[src/rtl/threshold_frame_trigger.sv]
// Hysteresis frame trigger: baseline-subtracts a multi-lane sample stream, opens frames on a rising
// threshold hit with pre/post acquisition, caps frame length, and emits framed AXIS beats.
module threshold_frame_trigger_lane #(
  parameter int SW = 16
) (
  input  logic [SW-1:0] smp_i,
  input  logic [SW-1:0] bl_i,
  input  logic [SW-1:0] s1_i,
  input  logic [SW-1:0] rise_i,
  input  logic [SW-1:0] fall_i,
  output logic [SW-1:0] sub_o,
  output logic          clip_o,
  output logic          hit_o,
  output logic          quiet_o
);
  logic [SW:0] diff;
  assign diff    = {smp_i[SW-1], smp_i} - {bl_i[SW-1], bl_i};
  // top two bits disagree exactly when the difference left the SW-bit range
  assign clip_o  = diff[SW] ^ diff[SW-1];
  assign sub_o   = clip_o ? {diff[SW], {(SW-1){~diff[SW]}}} : diff[SW-1:0];
  assign hit_o   = $signed(s1_i) >= $signed(rise_i);
  assign quiet_o = $signed(s1_i) <  $signed(fall_i);
endmodule

module threshold_frame_trigger #(
  parameter int SAMPLE_WIDTH     = 16,
  parameter int SAMPLES_PER_CLK  = 8,
  parameter int TIMESTAMP_WIDTH  = 48,
  parameter int MAX_PRE_LENGTH   = 4,
  parameter int MAX_POST_LENGTH  = 4,
  parameter int MAX_FRAME_LENGTH = 256
) (
  input  logic                                      ACLK,
  input  logic                                      ARESETN,
  input  logic                                      SET_CONFIG,
  input  logic                                      STOP,
  input  logic [SAMPLES_PER_CLK*SAMPLE_WIDTH-1:0]   S_AXIS_TDATA,
  input  logic                                      S_AXIS_TVALID,
  input  logic [TIMESTAMP_WIDTH-1:0]                TIMESTAMP,
  input  logic [SAMPLE_WIDTH-1:0]                   RISING_EDGE_THRESHOLD,
  input  logic [SAMPLE_WIDTH-1:0]                   FALLING_EDGE_THRESHOLD,
  input  logic [SAMPLE_WIDTH-1:0]                   BASELINE,
  input  logic [$clog2(MAX_PRE_LENGTH+1)-1:0]       PRE_LENGTH,
  input  logic [$clog2(MAX_POST_LENGTH+1)-1:0]      POST_LENGTH,
  output logic [SAMPLES_PER_CLK*SAMPLE_WIDTH-1:0]   M_AXIS_TDATA,
  output logic [TIMESTAMP_WIDTH+1:0]                M_AXIS_TUSER,
  output logic                                      M_AXIS_TVALID,
  output logic                                      M_AXIS_TLAST,
  output logic [31:0]                               FRAME_COUNT,
  output logic [15:0]                               SPLIT_COUNT
);
  localparam int SW = SAMPLE_WIDTH;
  localparam int NL = SAMPLES_PER_CLK;
  localparam int DW = SW*NL;
  localparam int TW = TIMESTAMP_WIDTH;
  localparam int PW = $clog2(MAX_PRE_LENGTH+1);
  localparam int QW = $clog2(MAX_POST_LENGTH+1);
  localparam int CW = $clog2(MAX_PRE_LENGTH+MAX_POST_LENGTH+1);
  localparam int BW = $clog2(MAX_FRAME_LENGTH+1);

  typedef enum logic [1:0] {S_IDLE, S_ACTIVE, S_POST} state_e;

  logic [SW-1:0] rise_q, fall_q, bl_q;
  logic [PW-1:0] pre_q;
  logic [QW-1:0] post_q;

  logic [NL-1:0][SW-1:0] sub, s1_dat_q, s2_dat_q, d_dat;
  logic [NL-1:0]         lane_clip, lane_hit, lane_quiet;
  logic                  s1_clip_q, s2_clip_q, s2_hit_q, s2_quiet_q, d_clip;
  logic [TW-1:0]         s1_ts_q, s2_ts_q, d_ts;

  logic [MAX_PRE_LENGTH-1:0][DW-1:0] dl_dat_q;
  logic [MAX_PRE_LENGTH-1:0]         dl_clip_q;
  logic [MAX_PRE_LENGTH-1:0][TW-1:0] dl_ts_q;

  state_e        state_q, state_d;
  logic [CW-1:0] cnt_q, cnt_d, tail_len;
  logic [BW-1:0] bc_q;
  logic          gate, fend, split, last, first;

  logic [DW-1:0]   tdata_q;
  logic [TW+1:0]   tuser_q;
  logic            tvalid_q, tlast_q;
  logic [31:0]     fc_q;
  logic [15:0]     sc_q;

  for (genvar i = 0; i < NL; i++) begin : g_lane
    threshold_frame_trigger_lane #(.SW(SW)) u_lane (
      .smp_i  (S_AXIS_TDATA[i*SW +: SW]),
      .bl_i   (bl_q),
      .s1_i   (s1_dat_q[i]),
      .rise_i (rise_q),
      .fall_i (fall_q),
      .sub_o  (sub[i]),
      .clip_o (lane_clip[i]),
      .hit_o  (lane_hit[i]),
      .quiet_o(lane_quiet[i])
    );
  end

  assign tail_len = CW'(pre_q) + CW'(post_q);

  // gate decided on stage2 beat m pairs with data beat m-PRE from the delay line
  always_comb begin
    d_dat  = s2_dat_q;
    d_clip = s2_clip_q;
    d_ts   = s2_ts_q;
    for (int k = 0; k < MAX_PRE_LENGTH; k++) begin
      if (pre_q == PW'(k+1)) begin
        d_dat  = dl_dat_q[k];
        d_clip = dl_clip_q[k];
        d_ts   = dl_ts_q[k];
      end
    end
  end

  always_ff @(posedge ACLK or negedge ARESETN) begin
    if (!ARESETN) begin
      state_q <= S_IDLE;
      cnt_q   <= '0;
    end else begin
      state_q <= state_d;
      cnt_q   <= cnt_d;
    end
  end

  always_comb begin
    state_d = state_q;
    cnt_d   = cnt_q;
    if (SET_CONFIG) begin
      state_d = S_IDLE;
      cnt_d   = '0;
    end else if (S_AXIS_TVALID) begin
      case (state_q)
        S_IDLE:   if (s2_hit_q && !STOP) state_d = S_ACTIVE;
        S_ACTIVE: if (s2_quiet_q) begin
                    if (tail_len == '0) state_d = S_IDLE;
                    else begin
                      state_d = S_POST;
                      cnt_d   = tail_len;
                    end
                  end
        S_POST:   if (s2_hit_q)              state_d = S_ACTIVE;
                  else if (cnt_q == CW'(1))  state_d = S_IDLE;
                  else                       cnt_d   = cnt_q - CW'(1);
        default:  state_d = S_IDLE;
      endcase
    end
  end

  always_comb begin
    gate = 1'b0;
    fend = 1'b0;
    case (state_q)
      S_IDLE:   gate = s2_hit_q & ~STOP;
      S_ACTIVE: begin gate = 1'b1; fend = s2_quiet_q & (tail_len == '0); end
      S_POST:   begin gate = 1'b1; fend = ~s2_hit_q & (cnt_q == CW'(1)); end
      default:  gate = 1'b0;
    endcase
  end

  // beat counter at zero marks the first beat, both for a fresh trigger and after a split
  assign first = (bc_q == '0);
  assign split = (bc_q == BW'(MAX_FRAME_LENGTH-1));
  assign last  = fend | split;

  always_ff @(posedge ACLK or negedge ARESETN) begin
    if (!ARESETN) begin
      rise_q <= SW'(1024);  fall_q <= SW'(1024);  bl_q <= '0;
      pre_q  <= PW'(1);     post_q <= QW'(1);
      s1_dat_q <= '0; s1_clip_q <= 1'b0; s1_ts_q <= '0;
      s2_dat_q <= '0; s2_clip_q <= 1'b0; s2_ts_q <= '0; s2_hit_q <= 1'b0; s2_quiet_q <= 1'b0;
      dl_dat_q <= '0; dl_clip_q <= '0; dl_ts_q <= '0;
      tdata_q <= '0; tuser_q <= '0; tvalid_q <= 1'b0; tlast_q <= 1'b0;
      bc_q <= '0; fc_q <= '0; sc_q <= '0;
    end else if (SET_CONFIG) begin
      rise_q <= RISING_EDGE_THRESHOLD;
      fall_q <= FALLING_EDGE_THRESHOLD;
      bl_q   <= BASELINE;
      pre_q  <= (PRE_LENGTH  > PW'(MAX_PRE_LENGTH))  ? PW'(MAX_PRE_LENGTH)  : PRE_LENGTH;
      post_q <= (POST_LENGTH > QW'(MAX_POST_LENGTH)) ? QW'(MAX_POST_LENGTH) : POST_LENGTH;
      s1_dat_q <= '0; s1_clip_q <= 1'b0; s1_ts_q <= '0;
      s2_dat_q <= '0; s2_clip_q <= 1'b0; s2_ts_q <= '0; s2_hit_q <= 1'b0; s2_quiet_q <= 1'b0;
      dl_dat_q <= '0; dl_clip_q <= '0; dl_ts_q <= '0;
      tdata_q <= '0; tuser_q <= '0; tvalid_q <= 1'b0; tlast_q <= 1'b0;
      bc_q <= '0;
    end else if (S_AXIS_TVALID) begin
      s1_dat_q   <= sub;
      s1_clip_q  <= |lane_clip;
      s1_ts_q    <= TIMESTAMP;
      s2_dat_q   <= s1_dat_q;
      s2_clip_q  <= s1_clip_q;
      s2_ts_q    <= s1_ts_q;
      s2_hit_q   <= |lane_hit;
      s2_quiet_q <= &lane_quiet;
      dl_dat_q[0]  <= s2_dat_q;
      dl_clip_q[0] <= s2_clip_q;
      dl_ts_q[0]   <= s2_ts_q;
      for (int k = 1; k < MAX_PRE_LENGTH; k++) begin
        dl_dat_q[k]  <= dl_dat_q[k-1];
        dl_clip_q[k] <= dl_clip_q[k-1];
        dl_ts_q[k]   <= dl_ts_q[k-1];
      end
      tdata_q  <= d_dat;
      tuser_q  <= {d_ts, d_clip, first};
      tvalid_q <= gate;
      tlast_q  <= gate & last;
      if (gate) begin
        bc_q <= last ? '0 : bc_q + BW'(1);
        if (last)                    fc_q <= fc_q + 32'd1;
        if (split && sc_q != 16'hFFFF) sc_q <= sc_q + 16'd1;
      end
    end else begin
      tvalid_q <= 1'b0;
      tlast_q  <= 1'b0;
    end
  end

  assign M_AXIS_TDATA  = tdata_q;
  assign M_AXIS_TUSER  = tuser_q;
  assign M_AXIS_TVALID = tvalid_q;
  assign M_AXIS_TLAST  = tlast_q;
  assign FRAME_COUNT   = fc_q;
  assign SPLIT_COUNT   = sc_q;
endmodule

[config.mk]
export PLATFORM = sky130hd
export DESIGN_NAME = threshold_frame_trigger
export DESIGN_NICKNAME = d
export VERILOG_FILES = /design/src/rtl/threshold_frame_trigger.sv
export SDC_FILE = /design/constraint.sdc
export NUM_CORES = 2
export LEC_CHECK = 0
export ABC_AREA = 1
export ABC_CLOCK_PERIOD_IN_PS = 5300
export BUFFER_PORTS_ARGS = -buffer_cell sky130_fd_sc_hd__buf_2
export CAP_MARGIN = 20
export CORE_AREA = 2 2 356 358
export DETAILED_ROUTE_END_ITERATION = 6
export DIE_AREA = 0 0 358 360
export PLACE_DENSITY = 0.8
export SLEW_MARGIN = 20
export SYNTH_ARGS = -nofsm -noshare
export SYNTH_HDL_FRONTEND = slang
export SYNTH_SLANG_ARGS = --single-unit
[constraint.sdc]
create_clock -name ACLK -period 5.3 [get_ports ACLK]
set_clock_uncertainty 0.15 [all_clocks]
set_input_delay 1.59 -clock ACLK [delete_from_list [all_inputs] [get_ports ACLK]]
set_output_delay 1.59 -clock ACLK [all_outputs]
set_load 0.02 [all_outputs]
Word-level counts from Yosys, hierarchy flattened
Cells that the tools add are included.
Operators by class
  $add $sub $neg: 13
  order comparisons: 18
  equal/unequal tests: 15
  mux-type cells: 73
  bitwise logic cells: 24
  reduce and logical (&&, ||, !) cells: 18
Operator list (count)
  $mux 128: 10
  $mux 512: 2
  $mux 192: 2
  $mux 48: 8
  $sub 16x16->17: 8
  $ge 16x16->1: 8
  $lt 16x16->1: 8
  $mux 16: 8
  $mux 50: 2
  $mux 9: 4
  $add 32x1->32 const B: 1
  $mux 4: 8
  $add 16x1->16 const B: 1
  $mux 1: 16
  $ne 16x16->1 const B: 1
  $reduce_or 8->1: 2
  $ne 3x3->1 const B: 5
  $mux 2: 7
  $reduce_and 4->1: 3
  $not 1->1: 11
  $add 9x1->9 const B: 1
  $eq 9x8->1 const B: 1
  $logic_not 9->1: 1
  $pmux 4 s2: 1
  26 further kinds: 42
Word-level totals
  register bits after elaboration: 1361
  word-level logic and storage cells: 206

Logic depth before layout (Yosys ltp)
  depth after elaboration: 9
  gate-level depth with buffers: 21

Hierarchy
A second synthesis with hierarchy kept.
Second synthesis, totals
  cell total of the unflattened synthesis: 9811
  area total of the unflattened synthesis: 77331.7 um2
Modules (own cells, without submodules)
  threshold_frame_trigger: times used 1, cells each 7099, area each 61256.2 um2, seq. area each 34062.7 um2
  threshold_frame_trigger_lane: times used 8, cells each 339, area each 2009.4 um2, seq. area each 0.0 um2

Worst setup path before layout
Ideal clock, no wire load.
  path type: input to register
  from: in S_AXIS_TDATA[32]
  to: reg s1_dat_q[34] in the netlist's numbering
  library setup time: 0.118 ns
  data arrival time: 3.989 ns
  data required time: 5.032 ns
  path slack: 1.044 ns
  stages on the path: 19
  cells stage by stage: inv_1 > ha_1 > inv_1 > fa_1 > nand3_1 > nand3_1 > nand2_1 > nand3_1 > nand2_1 > o21ai_2 > nand2_1 > nand3_1 > and2_1 > ha_1 > inv_1 > clkbuf_1 > o21ai_0 > nand3_1 > nand2_1
On the way
  longest elaborated chain between the ends: 5
RTL lines
  start, declared: RTL line 37  | input logic [SAMPLES_PER_CLK*SAMPLE_WIDTH-1:0] S_AXIS_TDATA,
  $sub 16x16->17 *: RTL line 17  | assign diff = {smp_i[SW-1], smp_i} - {bl_i[SW-1], bl_i};
  $xor 1x1->1 / $not 1->1 (equally long branches): RTL line 19, 20
  $mux 16 *: RTL line 20  | assign sub_o = clip_o ? {diff[SW], {(SW-1){~diff[SW]}}} : diff[SW-1:0];
  $mux 128 *: RTL line 187  | end else if (S_AXIS_TVALID) begin
  $mux 128 *: RTL line 176  | end else if (SET_CONFIG) begin
  end signal, assigned: RTL line 188  | s1_dat_q <= sub;
  end, declared: RTL line 67  | logic [NL-1:0][SW-1:0] sub, s1_dat_q, s2_dat_q, d_dat;
Mark *: on every way between the ends. The rest lies on a longest branch, timed or not. The select of a mux whose other input is x is not followed.
A chain may end at the register's enable or synchronous reset.

Final worst setup path
  from: reg bl_q[0]
  to: reg s1_dat_q[34] in the netlist's numbering
On the way
  longest elaborated chain between the ends: 5
RTL lines
  start, declared: RTL line 63  | logic [SW-1:0] rise_q, fall_q, bl_q;
  start signal, assigned: RTL line 169  | rise_q <= SW'(1024); fall_q <= SW'(1024); bl_q <= '0;
  start signal, assigned: RTL line 179  | bl_q <= BASELINE;
  $sub 16x16->17 *: RTL line 17
  $xor 1x1->1 / $not 1->1 (equally long branches): RTL line 19, 20
  $mux 16 *: RTL line 20
  $mux 128 *: RTL line 187
  $mux 128 *: RTL line 176
Marks and branches as above.

==> results.py <==
metrics = {
    "logic_synthesis": {
        "synth_cell_types": 59,
        "avgSynthCellArea_um2": 8.56,
        "synth_seq_cells": 1361,
        "synthFlopType": "dfrtp_1",
        "synth-seq-area-share": 0.474,
        "synth_nets": 9047,
        "async_flop_share": 1.00,
        "netlist_area_um2": 71900,
        "synth_edf_count": 0,
        "syn_inst": 8399,
        "yosys_warnings": 0,
    },
    "sta": {
        "slew_headroom": 0.311,
        "tightest_slew_ns": 1.03,
        "hold_viol_final": 0,
        "setup_violations": 0,
        "fmax_mhz": 237,
        "drv_slew": 0,
        "period_share": 0.796,
        "finalCriticalPeriod_ns": 4.22,
        "rsz0062_at_grt": "false",
        "finalSetupTns_ns": 0,
    },
    "clocking": {
        "cts_tree": "built",
        "cts_root_buf": "clkbuf_16",
        "cts_hold_buffers": 0,
        "clk_path_buf_depth": 3,
        "cts.repair.resized": 0,
        "cts_buffers": 144,
        "clkTransAtPathRegs_ns": 0.06,
        "cts_sinks": 1361,
        "htree_levels": 4,
        "clk_latency_ns": 0.81,
        "post-cts-setup-buffer-count": 0,
    },
    "run": {
        "maxCapViolCount": 0,
    },
    "setup_path": {
        "crit_top_cell": "nand3_1",
        "crit_arrival_ns": 4.75,
        "path_cells": "buf_4, ha_1, inv_1, fa_1, nand3_1, nand3_1, nand2_1, nand3_1, nand2_1, o21ai_2, nand2_1, nand3_1, and2_1, ha_1, inv_1, o21ai_0, nand3_1, nand2_1",
        "worst-setup-path-type": "reg -> reg",
        "cp_max_fo": 12,
        "worstPathRequired_ns": 5.84,
        "critPathTopFamily": "simple AND/OR/NAND/NOR gates",
        "cpPeakStageDelay_ns": 0.86,
        "crit_slowest_cell": "dfrtp_1",
        "cp-start-kind": "flip-flop",
        "rr_endpoint": "s1_dat_q[34]",
        "r2r_cells": 18,
        "reg2reg_from": "bl_q[0]",
        "path_buf_inv": 3,
        "crit_path_end_kind": "flip-flop",
        "reg2reg_slack_ns": 1.08,
    },
    "floorplan": {
        "core_um2": 125000,
        "initial_core_util": 0.576,
        "fp.dieW_um": 358,
        "rows": 130,
        "die-area_um2": 129000,
        "io_pins": 463,
        "fp.dieH_um": 360,
    },
    "global_route": {
        "gr-usage-met2": 0.462,
        "track_usage": 0.334,
        "use_met3": 0.0704,
        "met1_usage": 0.521,
        "grt_pass1_vias": 57900,
        "grt_overflow": 0,
        "grt_busiest_layer": "met1",
        "antenna_found_initial": 23,
        "grt_max_degree": 229,
        "grt_pass1_wl_um": 337000,
    },
    "route": {
        "dr.pass1.iters": 7,
        "drt_iter0_drc": 7390,
        "ant_nets": 0,
        "drt_wl_total_um": 216000,
        "via_count": 61600,
        "drt-vias-per-instance": 5.93,
        "drc": 0,
        "wl_per_cell_um": 20.8,
    },
    "power": {
        "switching_share": 0.334,
        "leakage_nw": 37.3,
        "power_frac_comb": 0.237,
        "ir_worst_vdd_v": 0.000372,
        "switching_power_mw": 9.57,
        "power_density_nw_per_um2": 357,
        "sequentialPowerShare": 0.405,
        "p_int_mw": 19.1,
        "power.share.clock": 0.357,
    },
    "finish": {
        "post_route_cells_drive_above_1_share": 0.111,
        "nets": 9257,
        "area_growth_pct": 11.6,
        "fill_cells": 10200,
        "finalNonFillerCells": 10400,
        "final_cell_mix": "nand2_1, dfrtp_1, inv_1",
        "final_common_cell": "nand2_1",
    },
    "worst_hold_path": {
        "min_delay_path_depth": 1,
        "holdCritPathClass": "reg -> reg",
        "min_from": "bc_q[8]",
        "min_to": "M_AXIS_TUSER[0]",
    },
    "placed_design": {
        "port_buffers": 462,
        "numPlacedInstances": 10100,
        "hpwl_um": 149000,
        "place.gp.congestion": 0.941,
    },
    "run_status": {
        "status": "finished clean",
    },
}
==> through the flow <==
step	hold slack, ns	cell area [um^2]	util	power (mW)	worst slack (ns)
2_1_floorplan	0.281	71900	-	16.0	1.04
3_3_place_gp	0.291	75400	0.604	18.2	0.515
3_5_place_dp	0.312	75400	0.604	18.4	0.472
4_1_cts	0.307	80300	0.642	28.6	1.17
5_1_grt	0.318	80300	0.643	30.0	0.937
6_report	0.301	80300	0.643	28.6	1.08
==> cells in the mapped netlist, types with 2 or more instances <==
cell,count,area share
a21oi_1,227,0.016
nand2_1,1667,0.087
buf_4,5,0.00052
o21ai_2,2,0.00024
o21a_1,12,0.0013
o21bai_2,3,0.00047
nor4_1,11,0.00096
o31ai_1,3,0.00031
nand3_1,251,0.017
xor2_1,72,0.0088
nand3_2,28,0.0039
a31oi_1,11,0.00096
nor3_1,38,0.0026
clkbuf_1,288,0.015
nor2_1,265,0.014
buf_6,19,0.0030
nand4_1,34,0.0030
o21ai_0,533,0.037
o211ai_1,444,0.046
or2_2,11,0.00096
nor2_4,2,0.00031
o21bai_1,21,0.0022
fa_1,9,0.0025
nand2_2,9,0.00078
xnor2_1,29,0.0035
inv_1,1224,0.064
a21boi_0,16,0.0017
inv_2,15,0.00078
buf_1,61,0.0032
xor2_2,5,0.0011
buf_2,114,0.0079
nand3b_1,9,0.00094
a31o_2,2,0.00024
dfrtp_1,1357,0.47
and2_1,3,0.00026
o41ai_1,2,0.00024
dfstp_2,4,0.0015
ha_1,404,0.070
o21ai_1,372,0.026
o211ai_2,101,0.018
a21o_1,25,0.0026
o22ai_1,674,0.059
==> state kept, by name (all words and copies together) (netlist names), 3 cells and up <==
register	count
cnt_q	4
rise_q	16
s1_dat_q	128
M_AXIS_TUSER	50
s2_dat_q	128
M_AXIS_TDATA	128
dl_ts_q	192
FRAME_COUNT	32
s2_ts_q	48
pre_q	3
post_q	3
bc_q	9
dl_dat_q	512
fall_q	16
s1_ts_q	48
SPLIT_COUNT	16
dl_clip_q	4
bl_q	16
==> area by class of cell <==
class / count / area, um^2 / area share
Sequential cell: 1361 / 34100 / 0.424
Timing Repair Buffer: 551 / 3500 / 0.0436
Clock inverter: 43 / 564 / 0.00703
Antenna cell: 9 / 22.5 / 0.000281
Tap cell: 1650 / 2060 / 0.0257
Clock buffer: 219 / 4270 / 0.0532
Inverter: 1240 / 4680 / 0.0583
Multi-Input combinational cell: 5311 / 31100 / 0.388
==> worst max-delay path by stage <==
| stage | startpoint | end | slack, ns | depth (start not counted) |
|---|---|---|---|---|
| after global placement | S_AXIS_TDATA[66] | s1_clip_q | 0.52 | 20 |
| after global routing | bl_q[0] | s1_dat_q[45] | 0.94 | 18 |
| after floorplan | S_AXIS_TDATA[32] | s1_dat_q[34] | 1.04 | 19 |
| after CTS | bl_q[0] | s1_dat_q[4] | 1.17 | 16 |
| final | bl_q[0] | s1_dat_q[34] | 1.08 | 18 |
| after detailed placement | S_AXIS_TDATA[64] | s1_clip_q | 0.47 | 19 |
==> power groups by stage <==
stage | clock network (mW) | registers [mW] | logic [mW]
3_3_place_gp | 0 | 11.7 | 6.45
2_1_floorplan | 0 | 11.7 | 4.23
6_report | 10.2 | 11.6 | 6.80
3_5_place_dp | 0 | 11.8 | 6.62
4_1_cts | 10.3 | 11.6 | 6.67
5_1_grt | 10.8 | 11.6 | 7.51
==> logic make-up (layout without fill, tap and decap cells) <==
kind of cell / after synthesis / in the layout / synth area share
AO/OA/AOI/OAI: 2454 / 2454 / 0.212
XOR/XNOR: 106 / 106 / 0.0134
adder cells (fa/ha/maj): 413 / 413 / 0.0728
buffers and inverters: 1727 / 2053 / 0.0944
flip-flops: 1361 / 1361 / 0.474
other: 0 / 9 / 0
AND/OR/NAND/NOR: 2338 / 2338 / 0.134
==> layer usage <==
layer  wire length (um)  share of wire  up-vias
met1              98300           0.46    29600
li1                   -              -    28900
met2              90300           0.42     2708
met4               6340          0.029       24
met3              20600          0.096      389
met5                167        0.00077        -
(Power assumes the default switching activity.)
